==> config.mk <==
export PLATFORM = sky130hd
export DESIGN_NAME = prototype_log2_encoder
export DESIGN_NICKNAME = d
export VERILOG_FILES = /design/src/rtl/few_shot_pkg.sv /design/src/rtl/prototype_log2_encoder_abs_log2.sv /design/src/rtl/prototype_log2_encoder.sv
export SDC_FILE = /design/constraint.sdc
export NUM_CORES = 1
export LEC_CHECK = 0
export CORE_AREA = 2 2 171 173
export CTS_CLUSTER_SIZE = 20
export DETAILED_ROUTE_END_ITERATION = 6
export DIE_AREA = 0 0 173 175
export GPL_TIMING_DRIVEN = 0
export PLACE_DENSITY = 0.54
export SETUP_SLACK_MARGIN = 0.5
export SLEW_MARGIN = 20
export SYNTH_ARGS = -nofsm -noshare
export SYNTH_HDL_FRONTEND = slang
export SYNTH_SLANG_ARGS = --single-unit
export TNS_END_PERCENT = 10
==> constraint.sdc <==
create_clock -name clk -period 1.95 [get_ports clk]
set_input_delay 0.2925 -clock clk [delete_from_list [all_inputs] [get_ports clk]]
set_output_delay 0.2925 -clock clk [all_outputs]
set_load 0.05 [all_outputs]
==> src/rtl/few_shot_pkg.sv <==
// few_shot_pkg: shared state encoding and width helper for the few-shot bias datapath
package few_shot_pkg;
  typedef enum logic [2:0] {IDLE, CLEAR, RUN, FLUSH, DONE} state_e;
  function automatic int log2_code_width(input int bit_width);
    return $clog2(bit_width);
  endfunction
endpackage

==> src/rtl/prototype_log2_encoder_abs_log2.sv <==
// abs_log2_encoder: saturating |x| followed by an MSB-index priority encoder
module abs_log2_encoder import few_shot_pkg::*; #(
  parameter int BIT_WIDTH = 8
) (
  input  logic signed [BIT_WIDTH-1:0]                  x,
  output logic [log2_code_width(BIT_WIDTH)-1:0]        code
);
  localparam int CW = log2_code_width(BIT_WIDTH);
  logic [BIT_WIDTH-1:0] m;
  always_comb begin
    m = x[BIT_WIDTH-1] ? ((x == {1'b1, {(BIT_WIDTH-1){1'b0}}}) ? {1'b0, {(BIT_WIDTH-1){1'b1}}} : -x) : x;
    code = '0;
    for (int i = 1; i < BIT_WIDTH; i++)
      if (m[i]) code = i[CW-1:0];
  end
endmodule

==> src/rtl/prototype_log2_encoder.sv <==
// prototype_log2_encoder: streams prototype beats into log2 codes for the bias accumulator
module prototype_log2_encoder import few_shot_pkg::*; #(
  parameter int COLS            = 16,
  parameter int SUB_COLS        = 4,
  parameter int BIT_WIDTH       = 8,
  parameter int CHUNK_CNT_WIDTH = 6
) (
  input  logic                                     clk,
  input  logic                                     rst_n,
  input  logic                                     start,
  input  logic                                     in_4x4_mode,
  input  logic [CHUNK_CNT_WIDTH-1:0]               num_chunks,
  input  logic                                     in_valid,
  output logic                                     in_ready,
  input  logic signed [BIT_WIDTH-1:0]              in_data [COLS],
  output logic [log2_code_width(BIT_WIDTH)-1:0]    out_log2 [COLS],
  output logic                                     acc_enable,
  output logic                                     acc_clear,
  output logic                                     busy,
  output logic                                     done
);
  localparam int CW = log2_code_width(BIT_WIDTH);
  state_e state, state_nx;
  logic [CHUNK_CNT_WIDTH-1:0] num_q, cnt;
  logic [CW-1:0] raw [COLS];
  logic [CW-1:0] codes [COLS];
  logic accept;
  for (genvar c = 0; c < COLS; c++) begin : g_col
    abs_log2_encoder #(.BIT_WIDTH(BIT_WIDTH)) u_enc (.x(in_data[c]), .code(raw[c]));
    assign codes[c] = (in_4x4_mode && c >= SUB_COLS) ? '0 : raw[c];
  end
  assign accept = in_ready & in_valid;
  always_ff @(posedge clk or negedge rst_n)
    if (!rst_n) state <= IDLE;
    else state <= state_nx;
  always_comb begin
    state_nx  = state;
    in_ready  = 1'b0;
    acc_clear = 1'b0;
    busy      = 1'b0;
    done      = 1'b0;
    case (state)
      IDLE:  state_nx = start ? CLEAR : IDLE;
      CLEAR: begin
        acc_clear = 1'b1;
        busy      = 1'b1;
        state_nx  = RUN;
      end
      RUN: begin
        in_ready = 1'b1;
        busy     = 1'b1;
        state_nx = (in_valid && cnt == num_q) ? FLUSH : RUN;
      end
      FLUSH: begin
        busy     = 1'b1;
        state_nx = DONE;
      end
      DONE: begin
        done     = 1'b1;
        state_nx = IDLE;
      end
      default: state_nx = IDLE;
    endcase
  end
  // codes hold between beats so the accumulator sees stable inputs
  always_ff @(posedge clk or negedge rst_n)
    if (!rst_n) begin
      num_q      <= '0;
      cnt        <= '0;
      acc_enable <= 1'b0;
      out_log2   <= '{default: '0};
    end else begin
      acc_enable <= accept;
      if (state == IDLE && start) begin
        num_q <= num_chunks;
        cnt   <= '0;
      end
      if (accept) begin
        cnt      <= cnt + 1'b1;
        out_log2 <= codes;
      end
    end
endmodule

==> metrics.md <==
| Metric | Value |
|---|---|
| Yosys warns | `0` |
| Filler Cell Count | `roughly 3000` |
| Row count | `between 60 and 70` |
| Dpl hpwl | `around 19000 um` |
| Largest net degree at the start of global routing | `41` |
| Crit path kind | `primary input to flop` |
| CTS tree | `yes` |
| Crit path DAT | `2.00 ns` |
| Antenna-violating nets left | `0` |
| Crit Path Max Fanout | `4` |
| ANT cells | `0` |
| Power density over cell area | `about 840 mW/mm^2` |
| GRT Residual Overflow | `0` |
| RSZ-0062 raised after global routing | `yes` |
| CTS sink count | `64` |
| Rel. slew slack | `between 50 and 60%` |
| Vias in the first global route | `7657` |
| Least-Margin Pin Slew | `between 0.6 and 0.7 ns` |
| Hold WS | `about 0.37 ns` |
| CORE AREA | `around 0.028 mm^2` |
| Complex-gate fraction of the synthesized area | `a little under a third` |
| Cell Area, Synth | `0.00699 mm^2` |
| Largest family of logic cells by synthesized area | `compound AO/OA/AOI/OAI gates` |
| Family with the most delay on the worst path | `compound AO/OA/AOI/OAI gates` |
| Critical Path Most Common Cell | `buf_4` |
| Util after Layout | `a little under two fifths` |
| Die width | `between 150 and 200 um` |
| Post-synth EDFFs | `0` |
| Vias per cell | `5.27` |
| Syn_nets | `1108` |
| Global Route Usage Sum | `between 15 and 20%` |
| VDD IR max | `slightly below 0.5 mV` |
| Drt total wl | `around 26000 um` |
| Max Freq | `581 MHz` |
| Slowest cell on the critical path | `or3b_4` |
| Slew Limit Fails | `0` |
| Maximum root-to-sink buffer count | `2` |
| Layout cells sized above 1 | `a little under a quarter` |
| Register bit total from synthesis | `64` |
| Fin area | `approximately 0.011 mm^2` |
| Period utilisation layout | `about nine tenths` |
| DR pass1 iterations | `5` |
| Outcome | `finished clean` |
| Required @ worst endpoint | `between 2 and 2.5 ns` |
| Syn avg cell area | `around 7.3 um^2` |
| TNS Setup | `0 ns` |
| Most common cell after layout, fill and taps aside | `nand2_1` |
| Register area | `about 0.0016 mm^2` |
| GPL Wtd Cong | `~0.85` |
| CP Buf/Inv Count | `4` |
| H-tree levels | `3` |
| 1st-iter DRT viols | `between 400 and 500` |
| WL/cell | `approximately 17 um` |
| Register area share after synthesis | `22.9%` |
| DR vias | `~8300` |
| Worst-skew pair later-pin latency | `between 0.3 and 0.4 ns` |
| Initial antenna violation count | `0` |
| Crit path launch type | `primary input` |
| Final Skew | `around 0.0074 ns` |
| Final #Nets | `approximately 1300` |
| Tmin final | `1.72 ns` |
| Clock root buffer | `clkbuf_16` |
| DRC Markers | `0` |
| Crit-path cells | `buf_4, inv_8, ha_4, or3b_4, clkbuf_8, buf_4, xnor2_1, a32oi_2, a311oi_2, o22a_1` |
| Simple-Gate Fraction of Synth Area | `30.0%` |
| Main synth FF type | `dfrtp_1` |
| Multiplexer share of the synthesized area | `around 1.5%` |
| Cell Area, Placed | `0.00929 mm^2` |
| Final setup viols | `0` |
| Post-Synth Adder-Cell Area | `3.04%` |
| HP Class | `primary input to flop` |
| Number of buffers added on ports | `between 150 and 200` |
| Syn Inst Count | `952` |
| Die footprint | `0.0303 mm^2` |
| I/O pin cnt | `around 190` |
| Placed insts | `1499` |
| First-pass GRT wire length | `slightly above 40000 um` |
| Static Leakage | `4.45 nW` |
| Initial Utilization | `roughly a quarter` |
| Delay of the slowest critical-path stage | `about 0.37 ns` |
| Crit end category | `flop` |
| Distinct cells, synth | `74` |
| Non-Filler Instances | `between 1500 and 2000` |
| Synth Area in XOR/XNOR | `4.51%` |
| Area of the multi-input gates | `roughly 0.0057 mm^2` |
| CTS buffer count | `9` |
| Area delta synth->final | `53.0%` |
| Fraction of registers with async set/reset | `between 90% and 100%` |
| DIE HEIGHT | `~180 um` |
| Worst-path clk slew | `approximately 0.060 ns` |
| Endpoints failing hold | `0` |
| Max_cap viols | `0` |
| Most frequent cells in the layout | `nand2_1, dlygate4sd2_1, nor2_1` |
synth_stat cells, types with 6 or more instances:
cell type | n | share of area (%)
or4_1 | 12 | 1.3
inv_1 | 56 | 3.0
a21o_1 | 7 | 0.75
and2_1 | 8 | 0.72
clkbuf_1 | 55 | 3.0
nand3_1 | 29 | 2.1
o21a_1 | 7 | 0.75
o31ai_1 | 11 | 1.2
nor3_1 | 34 | 2.4
ha_1 | 17 | 3.0
mux2i_1 | 8 | 1.1
nor2b_1 | 17 | 1.5
a211oi_1 | 11 | 1.2
o22ai_1 | 7 | 0.63
a31oi_1 | 22 | 2.0
a22oi_1 | 8 | 0.86
a21boi_0 | 7 | 0.75
nor4b_1 | 11 | 1.4
nand4b_1 | 7 | 0.88
nor2_1 | 72 | 3.9
a32oi_1 | 7 | 0.88
o211ai_1 | 18 | 1.9
nor3b_1 | 16 | 1.7
nand3b_1 | 8 | 0.86
nand2_1 | 96 | 5.2
nor4_1 | 6 | 0.54
o41ai_1 | 8 | 1.0
or3_1 | 13 | 1.2
or2_2 | 14 | 1.3
dfrtp_1 | 64 | 23
nand2b_1 | 15 | 1.3
xor2_1 | 22 | 2.8
a211o_1 | 6 | 0.75
o21ai_0 | 67 | 4.8
a21oi_1 | 49 | 3.5
a2bb2oi_1 | 7 | 0.88
a221o_1 | 8 | 1.1
o311ai_0 | 14 | 1.8
nand4_1 | 11 | 0.98
xnor2_1 | 14 | 1.8
o22a_1 | 6 | 0.75
what timing repair did:
action | 4_1_cts | 5_1_grt
buffers inserted | 36 | 16
hold buffers | 1 | 0
resized for setup | 332 | 140
endpoints found under the hold margin | 24 | 0
gates cloned | 1 | 0
endpoints found under the setup margin | 115 | 108
pin swaps | 40 | 37
sequential cells by signal (all words and copies together), names as in the netlist:
signal and flops:
acc_enable 1, cnt 6, num_q 6, out_log2 48, state 3
area by class of cell:
| cell class | instances | area share (%) |
|---|---|---|
| inverters | 56 | 2.34 |
| multi-input cells | 772 | 53.4 |
| clock inverters | 4 | 0.187 |
| plain buffers | 60 | 4.22 |
| repair buffers | 217 | 18.0 |
| well taps | 384 | 4.49 |
| flip-flops and latches | 64 | 15.0 |
| clock buffers | 11 | 2.36 |
logic make-up after synthesis:
logic type / after synthesis
AO/OA/AOI/OAI: 317
AND/OR/NAND/NOR: 392
flip-flops: 64
adder cells (fa/ha/maj): 17
buffers and inverters: 116
multiplexers: 10
XOR/XNOR: 36
worst min-delay path: cells and delay by family:
family,cells,cell delay (ns)
AO/OA/AOI/OAI,2,0.16
AND/OR/NAND/NOR,1,0.09
buffers and inverters,1,0.12
worst paths after layout:
path | slack [ns] | to | cells after the start | from
setup / recovery | 0.23 | out_log2[43] | 10 | in_data[112]
hold reg to reg | 0.46 | out_log2[38] | 2 | out_log2[38]
min in group asynchronous | 0.43 | num_q[2] | 2 | rst_n
hold / removal | 0.37 | out_log2[21] | 4 | in_data[58]
setup reg to reg | 0.28 | out_log2[31] | 6 | state[2]
max in group asynchronous | 0.98 | out_log2[29] | 3 | rst_n
stage by stage:
stage                     power, mW  worst slack, ns
after CTS                      8.89            0.258
final                          8.95            0.228
after global placement         7.28            -2.01
after floorplan                5.28           0.0363
after detailed placement       7.31            -1.38
after global routing           9.49            0.180
power by group:
group          total (mW)  leakage [nW]  switching, mW  internal, mW
Clock                1.53         0.141          0.615         0.913
Combinational        5.16          3.50           3.41          1.75
Sequential           2.26         0.806          0.397          1.86
per-layer routing:
| layer | global-route usage (%) | routed length [um] | up-vias |
|---|---|---|---|
| met5 | 0 | 0 | - |
| li1 | - | - | 4066 |
| met2 | 27.0 | 12100 | 209 |
| met3 | 3.68 | 1390 | 27 |
| met4 | 3.95 | 524 | 0 |
| met1 | 21.7 | 12200 | 3958 |
Note: power is estimated with default switching activity, not from simulation.
==> variant 1 (same settings) <==
The parameter `CHUNK_CNT_WIDTH` goes from 6 to 8.
--- a/src/rtl/prototype_log2_encoder.sv
+++ b/src/rtl/prototype_log2_encoder.sv
@@ -4,5 +4,5 @@
   parameter int SUB_COLS        = 4,
   parameter int BIT_WIDTH       = 8,
-  parameter int CHUNK_CNT_WIDTH = 6
+  parameter int CHUNK_CNT_WIDTH = 8
 ) (
   input  logic                                     clk,
Interface: changed (resized num_chunks); port bits go from 192 to 194. The function was not compared with the original's and may differ.
==> variant 1 against the original RTL <==
Final area increased by 0.79%; total power increased by 14%; global-route usage increased by 0.98 points; sequential cell count increased by 4; sequential power increased by 9.3%; via count increased by 3.5%; utilization increased by 0.30 points; routed wire length increased by 3.8%; worst setup slack got worse by 0.062 ns; non-clock buffer count decreased by 3; final cell count increased by 2.9%; synthesized area increased by 3.1%; largest power group unchanged.
==> variant 1: results (changes against the original RTL) <==
stage	metric	value	unit	change
critical_path	family with the most delay on the worst path	simple AND/OR/NAND/NOR gates		
critical_path	CP peak stage delay	0.52	ns	+0.15 ns
synth	compound-cell area share of the yosys netlist	0.302		-0.0137
synth	synthesized net count	1158		+4.5%
synth	synth cell count leaders	nand2_1, nor2_1, o21ai_0		
critical_path	worst reg2reg path endpoint	out_log2[24]$_DFFE_PN0P_		
placement	dpl ws	-1.38	ns	-0.00554 ns
grt	total track usage	0.174		+0.00984
grt	first-pass GRT wire length	42900	µm	+5.7%
placement	port buffer count	168		+3.7%
routing	vias per inst	5.30		+0.60%
timing	clk_skew	0.00651	ns	-0.000936 ns
critical_path	R2R cell count	8		+2
synth	post-synthesis xor/xnor area fraction	0.0292		-0.0159
critical_path	critical path's slowest cell	or4b_4		
hold_path	min-delay worst type	in -> async		
synth	adder-cell area share of the yosys netlist	0.0295		-0.000913
grt	largest net degree at the start of global routing	45		+9.8%
grt	vias in the first global route	8011		+4.6%
critical_path	FF-to-FF setup slack	0.18	ns	-0.10 ns
critical_path	worst-path fanout max	5		+1
routing	drt total wl	27200	µm	+3.8%
status	status	complete, no violations		
routing	DRT Pass-1 Iters	4		-1
synth	mux share of post-synthesis cell area	0.0125		-0.00218
routing	Initial DRC Count	472		+17%
critical_path	Arrival @ worst endpoint	2.02	ns	+0.02 ns
grt	initial antenna violation count	5		+5
synth	Synth cell types	84		+14%
==> variant 1: cell types whose count changed after synthesis, sizes merged, moves of 7 or more <==
cell and change:
a21oi +20, nand2 +18, nor2 +14, xor2 -14, or3b +11, nor4 +10, or2 -9, a2bb2oi -7
o211ai -7
==> variant 1: worst max-delay path by stage <==
stage                            start                  endpoint  slack, ns  cells past startpoint
finish                     in_data[16]   out_log2[8]$_DFFE_PN0P_       0.17                      8
global route              in_data[105]  out_log2[40]$_DFFE_PN0P_       0.08                      8
CTS                 state[2]$_DFF_PN0_  out_log2[28]$_DFFE_PN0P_       0.15                      7
detailed placement         in_4x4_mode  out_log2[24]$_DFFE_PN0P_      -1.38                      6
global placement                 rst_n  out_log2[24]$_DFFE_PN0P_      -2.11                      1
floorplan                  in_data[17]   out_log2[8]$_DFFE_PN0P_      0.008                      7
==> variant 1: logic make-up after synthesis <==
logic type / Yosys count
flip-flops: 68
adder cells (fa/ha/maj): 17
AO/OA/AOI/OAI: 322
buffers and inverters: 116
AND/OR/NAND/NOR: 444
multiplexers: 9
XOR/XNOR: 24
==> variant 1: area by class of cell <==
class | instances | area, µm²
multi-input combinational | 816 | 5680
timing repair buffer | 209 | 1910
tap | 384 | 480
clock inverter | 5 | 108
inverter | 51 | 226
clock buffer | 11 | 253
fill | 3018 | 17600
buffer | 65 | 419
antenna | 4 | 10.0
sequential | 68 | 1700
==> variant 1: metrics by stage <==
stage,cell area (µm²),hold slack (ns)
final,10800,0.408
after detailed placement,9480,0.252
after floorplan,7290,-0.00309
after global routing,10800,0.446
after global placement,9450,0.471
after CTS,10400,0.368
==> variant 1: repair_timing <==
action | 4_1_cts | 5_1_grt
hold endpoints to repair | 24 | 0
pin swaps | 25 | 28
setup endpoints to repair | 119 | 119
gates cloned | 0 | 0
setup buffers | 23 | 16
resized for setup | 279 | 77
hold buffers | 1 | 0
==> variant 1: report_power, final <==
part / internal [mW] / leakage [nW] / switching, mW
logic: 1.93 / 3.28 / 3.74
registers: 2.01 / 0.845 / 0.456
clock network: 1.32 / 0.176 / 0.701
total: 5.27 / 4.30 / 4.90
==> variant 1: metal layers <==
| metal | up-vias | wire length (µm) | part of all wire | global-route usage |
|---|---|---|---|---|
| li1 | 4229 | - | - | - |
| met1 | 4054 | 12300 | 0.45 | 0.226 |
| met2 | 226 | 12800 | 0.47 | 0.291 |
| met3 | 35 | 1400 | 0.052 | 0.0302 |
| met4 | 4 | 616 | 0.023 | 0.0590 |
| met5 | - | 24 | 0.00088 | 0 |
==> variant 2 (same settings) <==
Made on the original files. Encoding of `state_e`: now Gray code (3 bits for 5 states).
--- a/src/rtl/few_shot_pkg.sv
+++ b/src/rtl/few_shot_pkg.sv
@@ -1,5 +1,5 @@
 // few_shot_pkg: shared state encoding and width helper for the few-shot bias datapath
 package few_shot_pkg;
-  typedef enum logic [2:0] {IDLE, CLEAR, RUN, FLUSH, DONE} state_e;
+  typedef enum logic [2:0] {IDLE = 3'b000, CLEAR = 3'b001, RUN = 3'b011, FLUSH = 3'b010, DONE = 3'b110} state_e;
   function automatic int log2_code_width(input int bit_width);
     return $clog2(bit_width);
Function: no difference found for any inputs over 10 cycles, from zero or initial values and one cycle with rst_n low; not proved beyond that.
==> variant 2 against the original RTL <==
Combinational power increased by 1%; routed wire length fell by 6.0%; sequential cell count did not move; final cell count shrank 1.8%; synthesized cell count down 4.3%; total power rose by 0.61%; final area is 2.0% lower; worst setup slack worse by 0.12 ns; critical path depth shrank 6; synthesized area down 5.4%; sequential power about the same; utilization is 0.77 points lower; largest cell class unchanged.
==> variant 2: results (changes against the original RTL) <==
stage	metric	value	unit	change
routing	top routing layer used	met5		
placement	DP HPWL	17500	µm	-6.3%
routing	Initial DRC Count	428		+6.5%
critical_path	worst reg2reg path endpoint	out_log2[25]$_DFFE_PN0P_		
finish	layout cells sized above 1	0.239		+0.00627
synth	synthesized net count	1067		-3.7%
critical_path	worst-path fanout max	5		+1
grt	total track usage	0.154		-0.00930
power	leak pwr	4.39	nW	-1.2%
power	NetSw	4.36	mW	-1.5%
synth	Synth Area per Inst	7.26	µm²	-1.2%
grt	largest net degree at the start of global routing	49		+20%
synth	adder-cell area share of the yosys netlist	0.0322		+0.00175
routing	drt total wl	24600	µm	-6.0%
grt	vias in the first global route	7292		-4.8%
hold_path	Hold Path Cell Cnt	3		-1
synth	register area share after synthesis	0.242		+0.0132
timing	worst hold slack	0.349	ns	-0.0176 ns
routing	WL met1	11200	µm	-8.3%
synth	synth cell count leaders	nand2_1, nor2_1, o21ai_0		
grt	GRT met2 Usage	0.259		-0.0113
clocking	setup bufs post-CTS	27		-25%
grt	met3 usage	0.0387		+0.00196
timing	clk_skew	0.00428	ns	-0.00317 ns
finish	Nets	1305		-2.3%
synth	Synth cell types	78		+5.4%
synth	mux share of post-synthesis cell area	0.00624		-0.00843
timing	setup ws final	0.105	ns	-0.123 ns
critical_path	crit path to	acc_clear		
routing	met2 wire len	11600	µm	-3.7%
synth	post-synthesis xor/xnor area fraction	0.0464		+0.00127
status	status	complete, no violations		
placement	placed insts	1465		-2.3%
grt	met1 Use GR	0.198		-0.0189
critical_path	Arrival @ worst endpoint	1.55	ns	-0.45 ns
hold_path	hold path start	in_data[13]		
critical_path	R2R cell count	8		+2
routing	drt wl/cell	16.0	µm	-4.2%
synth	compound-cell area share of the yosys netlist	0.327		+0.0112
placement	dpl ws	-1.01	ns	+0.367 ns
synth	main area contributors after synthesis	dfrtp_1, nand2_1, o21ai_0, nor2_1, a21oi_1		
power	VDD IR max	521	µV	+7.6%
timing	measured slew at the worst slew-check pin	0.663	ns	+0.0569 ns
grt	first-pass GRT wire length	38200	µm	-5.8%
critical_path	crit path launch	state[2]$_DFF_PN0_		
[variant 2: cell count changes after synthesis, moves of 7 or more]
cell	unedited run	this run
nand2_1	96	106
o21ai_0	67	79
a211oi_1	11	4
nor4b_1	11	3
nor2_1	72	79
nor3b_1	16	7
clkbuf_1	55	42
nor4_1	6	18
nand3_1	29	20
[variant 2: power by group through the flow]
| stage | sequential, mW | clock [mW] | combinational (mW) |
|---|---|---|---|
| after floorplan | 3.72 | 0 | 1.50 |
| after global placement | 2.27 | 0 | 4.85 |
| after detailed placement | 2.29 | 0 | 4.88 |
| after CTS | 2.26 | 1.60 | 4.87 |
| after global routing | 2.33 | 1.64 | 5.57 |
| final | 2.26 | 1.53 | 5.21 |
[variant 2: final cells by class]
type / count / area (µm²)
fill: 3014 / 17900
multi-input combinational: 738 / 5250
timing repair buffer: 226 / 2180
sequential: 64 / 1610
tap: 384 / 480
buffer: 53 / 405
inverter: 56 / 273
clock buffer: 10 / 239
clock inverter: 5 / 33.8
timing repair inverter: 1 / 11.3
antenna: 2 / 5.00
